File: config.mk
export PLATFORM = sky130hd
export DESIGN_NAME = serial_adder
export DESIGN_NICKNAME = d
export VERILOG_FILES = /design/src/rtl/serial_adder.sv
export SDC_FILE = /design/constraint.sdc
export NUM_CORES = 1
export LEC_CHECK = 0
export CORE_MARGIN = 3
export CORE_UTILIZATION = 50
export CTS_BUF_LIST = sky130_fd_sc_hd__clkbuf_16
export CTS_CLUSTER_DIAMETER = 120
export CTS_CLUSTER_SIZE = 20
export DETAILED_ROUTE_END_ITERATION = 8
export HOLD_SLACK_MARGIN = 0.03
export PLACE_DENSITY = 0.79
export SYNTH_ARGS = -nofsm -noshare
export SYNTH_HDL_FRONTEND = slang
export SYNTH_SLANG_ARGS = --single-unit
File: constraint.sdc
create_clock -name clk -period 1.5 [get_ports clk]
set_clock_uncertainty 0.15 [all_clocks]
set_input_delay 0.15 -clock clk [delete_from_list [all_inputs] [get_ports clk]]
set_output_delay 0.15 -clock clk [all_outputs]
set_load 0.005 [all_outputs]
File: src/rtl/serial_adder.sv
// serial_adder: bit-serial WIDTH-bit adder, LSB first, one bit per clock.
//
// A single full-adder cell and a carry flop process one bit of each operand
// per cycle. Operands are captured when Start is accepted; the result
// (Sum, Cout) is published only at completion and then held until the next
// completion, so partial results are never visible on the outputs.
//
// Optional build macro: SERIAL_ADDER_OVF_EN adds the Ovf output (signed
// two's-complement overflow, registered alongside Sum/Cout).
//
// Handshake: Start is sampled at a rising edge only while Busy is low
// (IDLE or DONE); the accepting edge latches A/B. Busy stays high for the
// WIDTH RUN cycles, then Done pulses for exactly one cycle with Sum/Cout
// valid. Start high during the Done cycle begins the next addition with no
// idle gap. Reset wins over Start on the same edge.

module serial_adder #(
    parameter int WIDTH = 8
) (
    input  logic             clk,
    input  logic             rst,
    input  logic             Start,
    input  logic [WIDTH-1:0] A,
    input  logic [WIDTH-1:0] B,
    output logic             Busy,
    output logic             Done,
    output logic [WIDTH-1:0] Sum,
    output logic             Cout,
`ifdef SERIAL_ADDER_OVF_EN
    output logic             Ovf,
`endif
    output logic [1:0]       o_dbg_state
);

    // Bit counter only needs to reach WIDTH-1.
    localparam int CW = $clog2(WIDTH);

    typedef enum logic [1:0] {
        S_IDLE = 2'd0,
        S_RUN  = 2'd1,
        S_DONE = 2'd2
    } state_t;

    state_t r_state;
    state_t w_next_state;

    // Operand shift registers (shift right, bit 0 is the bit being added).
    logic [WIDTH-1:0] r_a;
    logic [WIDTH-1:0] r_b;
    // Carry into the bit currently being added.
    logic             r_carry;
    // Index of the bit currently being added.
    logic [CW-1:0]    r_count;
    // Working sum: the WIDTH-1 bits already produced, newest at the MSB.
    // The final bit is joined on the completion edge, so one bit less of
    // storage is enough.
    logic [WIDTH-2:0] r_work;

    // Published result registers.
    logic [WIDTH-1:0] r_sum;
    logic             r_cout;
`ifdef SERIAL_ADDER_OVF_EN
    logic             r_ovf;
`endif

    // Full-adder cell and derived control.
    logic             w_s;
    logic             w_c_next;
    logic [WIDTH-1:0] w_work_next;
    logic             w_accept;
    logic             w_last;

    // One full-adder cell on the current LSBs, plus handshake decodes.
    always_comb begin
        w_s         = r_a[0] ^ r_b[0] ^ r_carry;
        w_c_next    = (r_a[0] & r_b[0]) | (r_carry & (r_a[0] ^ r_b[0]));
        w_work_next = {w_s, r_work};
        // Start is only honoured when not Busy (IDLE or DONE).
        w_accept    = (r_state != S_RUN) && Start;
        // Final bit: this edge produces the MSB of the result.
        w_last      = (r_state == S_RUN) && (r_count == CW'(WIDTH - 1));
    end

    // Next-state logic for the IDLE/RUN/DONE controller.
    always_comb begin
        w_next_state = r_state;
        case (r_state)
            S_IDLE: begin
                if (Start) begin
                    w_next_state = S_RUN;
                end
            end
            S_RUN: begin
                if (w_last) begin
                    w_next_state = S_DONE;
                end
            end
            S_DONE: begin
                // Back-to-back: a new request here skips IDLE entirely.
                if (Start) begin
                    w_next_state = S_RUN;
                end else begin
                    w_next_state = S_IDLE;
                end
            end
            default: begin
                w_next_state = S_IDLE;
            end
        endcase
    end

    // State register; reset has priority over any pending Start.
    always_ff @(posedge clk) begin
        if (rst) begin
            r_state <= S_IDLE;
        end else begin
            r_state <= w_next_state;
        end
    end

    // Serial datapath: capture operands on accept, shift one bit per RUN cycle.
    always_ff @(posedge clk) begin
        if (rst) begin
            r_a     <= '0;
            r_b     <= '0;
            r_carry <= 1'b0;
            r_count <= '0;
            r_work  <= '0;
        end else if (w_accept) begin
            r_a     <= A;
            r_b     <= B;
            r_carry <= 1'b0;
            r_count <= '0;
            r_work  <= '0;
        end else if (r_state == S_RUN) begin
            r_a     <= {1'b0, r_a[WIDTH-1:1]};
            r_b     <= {1'b0, r_b[WIDTH-1:1]};
            r_carry <= w_c_next;
            r_count <= r_count + CW'(1);
            r_work  <= w_work_next[WIDTH-1:1];
        end
    end

    // Result registers change only on the completion edge, then hold.
    always_ff @(posedge clk) begin
        if (rst) begin
            r_sum  <= '0;
            r_cout <= 1'b0;
`ifdef SERIAL_ADDER_OVF_EN
            r_ovf  <= 1'b0;
`endif
        end else if (w_last) begin
            r_sum  <= w_work_next;
            r_cout <= w_c_next;
`ifdef SERIAL_ADDER_OVF_EN
            // On the last bit r_carry is the carry into the MSB.
            r_ovf  <= r_carry ^ w_c_next;
`endif
        end
    end

    assign Busy        = (r_state == S_RUN);
    assign Done        = (r_state == S_DONE);
    assign Sum         = r_sum;
    assign Cout        = r_cout;
`ifdef SERIAL_ADDER_OVF_EN
    assign Ovf         = r_ovf;
`endif
    assign o_dbg_state = r_state;

endmodule
==> impl_metrics.toml <==
[route]
viasPerCell = 5.056
remaining_drc_errors = 0
ant_nets = 0
drt-total-wl_um = 3292
drt_iter0_drc = 49
first_pass_iters = 4
num_vias = 1259
routedWlPerCell_um = 13.22

[worst_setup_path]
max_stage_delay_ns = 0.50
crit_type = "reg -> out"
crit_path_start_kind = "flip-flop"
cp_top_family = "buffers and inverters"
crit_arrival_ns = 1.15
timing.rr.start = "r_count[0]"
reg2reg_slack_ns = 0.09
endpoint_kind = "output port"
ff2ff_path_depth = 5
r2r-end = "Sum[3]"
critPathMaxFanout = 6
cp_slowest_cell = "clkdlybuf4s50_1"
worstPathRequired_ns = 1.20
crit_chain = "clkdlybuf4s50_1"
worst-path-buf-inv = 1

[layout]
drive_gt1_share_pct = 19.51
final_area_sq_mm = 0.002130
nets = 226
n_antenna_cell = 0
areaGrowthSynthToFinish_pct = 31.23

[pwr]
p_int_mw = 1.795
combPwrFrac_pct = 11.8
power_density_mw_per_mm2 = 1090
p_sw_share_pct = 22.67
pwr-share-clk_pct = 41.4
sequentialPowerShare_pct = 46.9
peakVddDrop_uv = 779.8
power.leakage_nw = 0.8140
power.switching_mw = 0.5262

[clock_network]
htree_levels = 2
cts.sinks = 38
clockRootBuffer = "clkbuf_16"
clk_latency_ns = 0.27
cts_buffers = 5
cts_tree = "built"
clk_pin_slew_ns = 0.05
clockBufferDepth = 2

[min_path]
holdPathStages = 2
min_to = "Sum[2]"
hold_path_class = "reg -> reg"
min-delay-start = "Sum[2]"

[synthesis]
synth_area_per_cell_sq_um = 9.660
seq_area_frac_synth_pct = 46.88
syn_area_sq_mm = 0.001623
syn-num-nets = 190
synth_cells = 168
synthDistinctLibCells = 24
ys_warn_count = 0
ys_ff_latch = 38

[timing]
finalMaxSlewViolations = 0
hold_violations = 0
rsz0062_at_grt = "false"
max_freq_mhz = 688.9
maxSlewHeadroom_pct = 81.93
setup_viol = 0
final.setup.tns_ns = 0
fin_crit_sh_pct = 96.77
fin_crit_ns = 1.452
worst_slew_pin_slew_ns = 0.2710

[grt]
antenna_found_initial = 0
grt_max_degree = 24
grt_pass1_wl_um = 5602
grtUsageTotal_pct = 17.90
overflow = 0
grt_pass1_vias = 1239

[die]
io_pins = 32
dieWidth_um = 62.97
die_y_um = 62.97
die_area_sq_mm = 0.003965
initial_core_util_pct = 52.72
rows = 20
core_area_sq_mm = 0.003078

[run]
drv_cap = 0

[placement]
port_buffers = 31
hpwl_um = 2383
gp_congestion = 0.8102
placed_area_sq_mm = 0.001976

[run_status]
outcome = "completed"
## final cells by class
cell class,instances,area (sq um)
well taps,44,55.05
inverters,2,7.507
fillers,240,948.4
clock buffers,5,125.1
clock inverters,3,11.26
multi-input cells,116,768.2
repair buffers,41,395.4
flip-flops and latches,38,767.0
## sequential cells by signal, indices dropped and copies added (netlist names)
signal       cells
Sum              8
r_a              8
r_b              8
r_work           7
r_count          3
o_dbg_state      2
Cout             1
r_carry          1
## cells by family (layout without fill, tap and decap cells)
kind of cell	Yosys count	count (layout)	share of synthesized area (%)
adder cells (fa/ha/maj)	3	3	2.775
multiplexers	16	16	9.869
flip-flops	38	38	46.88
buffers and inverters	14	51	6.167
AND/OR/NAND/NOR	61	61	15.27
AO/OA/AOI/OAI	35	35	18.50
XOR/XNOR	1	1	0.5398
## repair_timing
| item | CTS | global route |
|---|---|---|
| hold buffers | 0 | 0 |
| setup buffers | 0 | 1 |
| setup endpoints to repair | 3 | 10 |
| gates resized for setup | 5 | 3 |
## synthesized netlist by cell type, drive strengths merged
library cell	n	share of area, %
a211oi	14	9.6
a21o	1	0.46
a21oi	19	7.9
a2bb2oi	1	0.54
and3b	1	0.54
buf	12	5.7
dfxtp	38	47
fa	1	1.2
ha	2	1.5
inv	2	0.46
mux2i	16	9.9
nand2	38	8.8
nand2b	1	0.54
nand3b	1	0.46
nor2	17	3.9
nor2b	1	0.39
nor3	2	0.62
xnor2	1	0.54
## cell usage in the layout (no fill, tap or decap), types with 2 or more instances in the layout
cell type         n
dlygate4sd2_1     2
clkdlybuf4s50_1  29
a21oi_1          10
buf_4             9
nor3_1            2
dfxtp_1          35
a211oi_2         10
mux2i_1          16
a211oi_1          4
nand2_1          38
dfxtp_2           2
nor2_1           17
ha_1              2
clkinv_1          3
clkbuf_16         5
a21oi_2           9
## power by group through the flow
stage                     logic (mW)  registers [mW]  clock network [mW]
after floorplan                0.187            1.10                   0
after global placement         0.264            1.10                   0
after detailed placement       0.273            1.11                   0
after CTS                      0.275            1.09               0.976
after global routing           0.299            1.09                1.02
final                          0.273            1.09               0.960
## per-stage QoR
stage / worst slack [ns] / hold slack [ns] / power (mW) / utilization, % / instances
5_1_grt: 0.005259 / 0.3402 / 2.417 / 69.19 / 249
4_1_cts: 0.01051 / 0.3090 / 2.339 / 68.78 / 248
2_1_floorplan: 0.1141 / 0.1953 / 1.286 / - / 168
3_3_place_gp: 0.04381 / 0.2966 / 1.369 / 64.19 / 240
3_5_place_dp: -0.005571 / 0.3021 / 1.381 / 64.19 / 240
6_report: 0.04838 / 0.3141 / 2.321 / 69.19 / 249
## how the worst max path moves through the flow
stage,startpoint,end,slack [ns],depth (start not counted)
floorplan,r_count[0],Sum[7],0.11,6
global placement,Start,r_carry,0.04,5
detailed placement,Start,r_a[4],-0.006,4
CTS,o_dbg_state[0],o_dbg_state[0],0.01,1
global route,r_count[0],Sum[2],0.005,6
finish,o_dbg_state[0],o_dbg_state[0],0.05,1
## routing by layer
layer | share of wire (%) | GRT usage [%] | vias up | routed length, um
met4 | 1.1 | 5.785 | 0 | 36
li1 | - | - | 637 | -
met2 | 49 | 30.70 | 40 | 1625
met1 | 43 | 21.28 | 578 | 1420
met5 | 0 | 0 | - | 0
met3 | 6.3 | 5.216 | 4 | 209
Note: power is estimated with default switching activity, not from simulation.
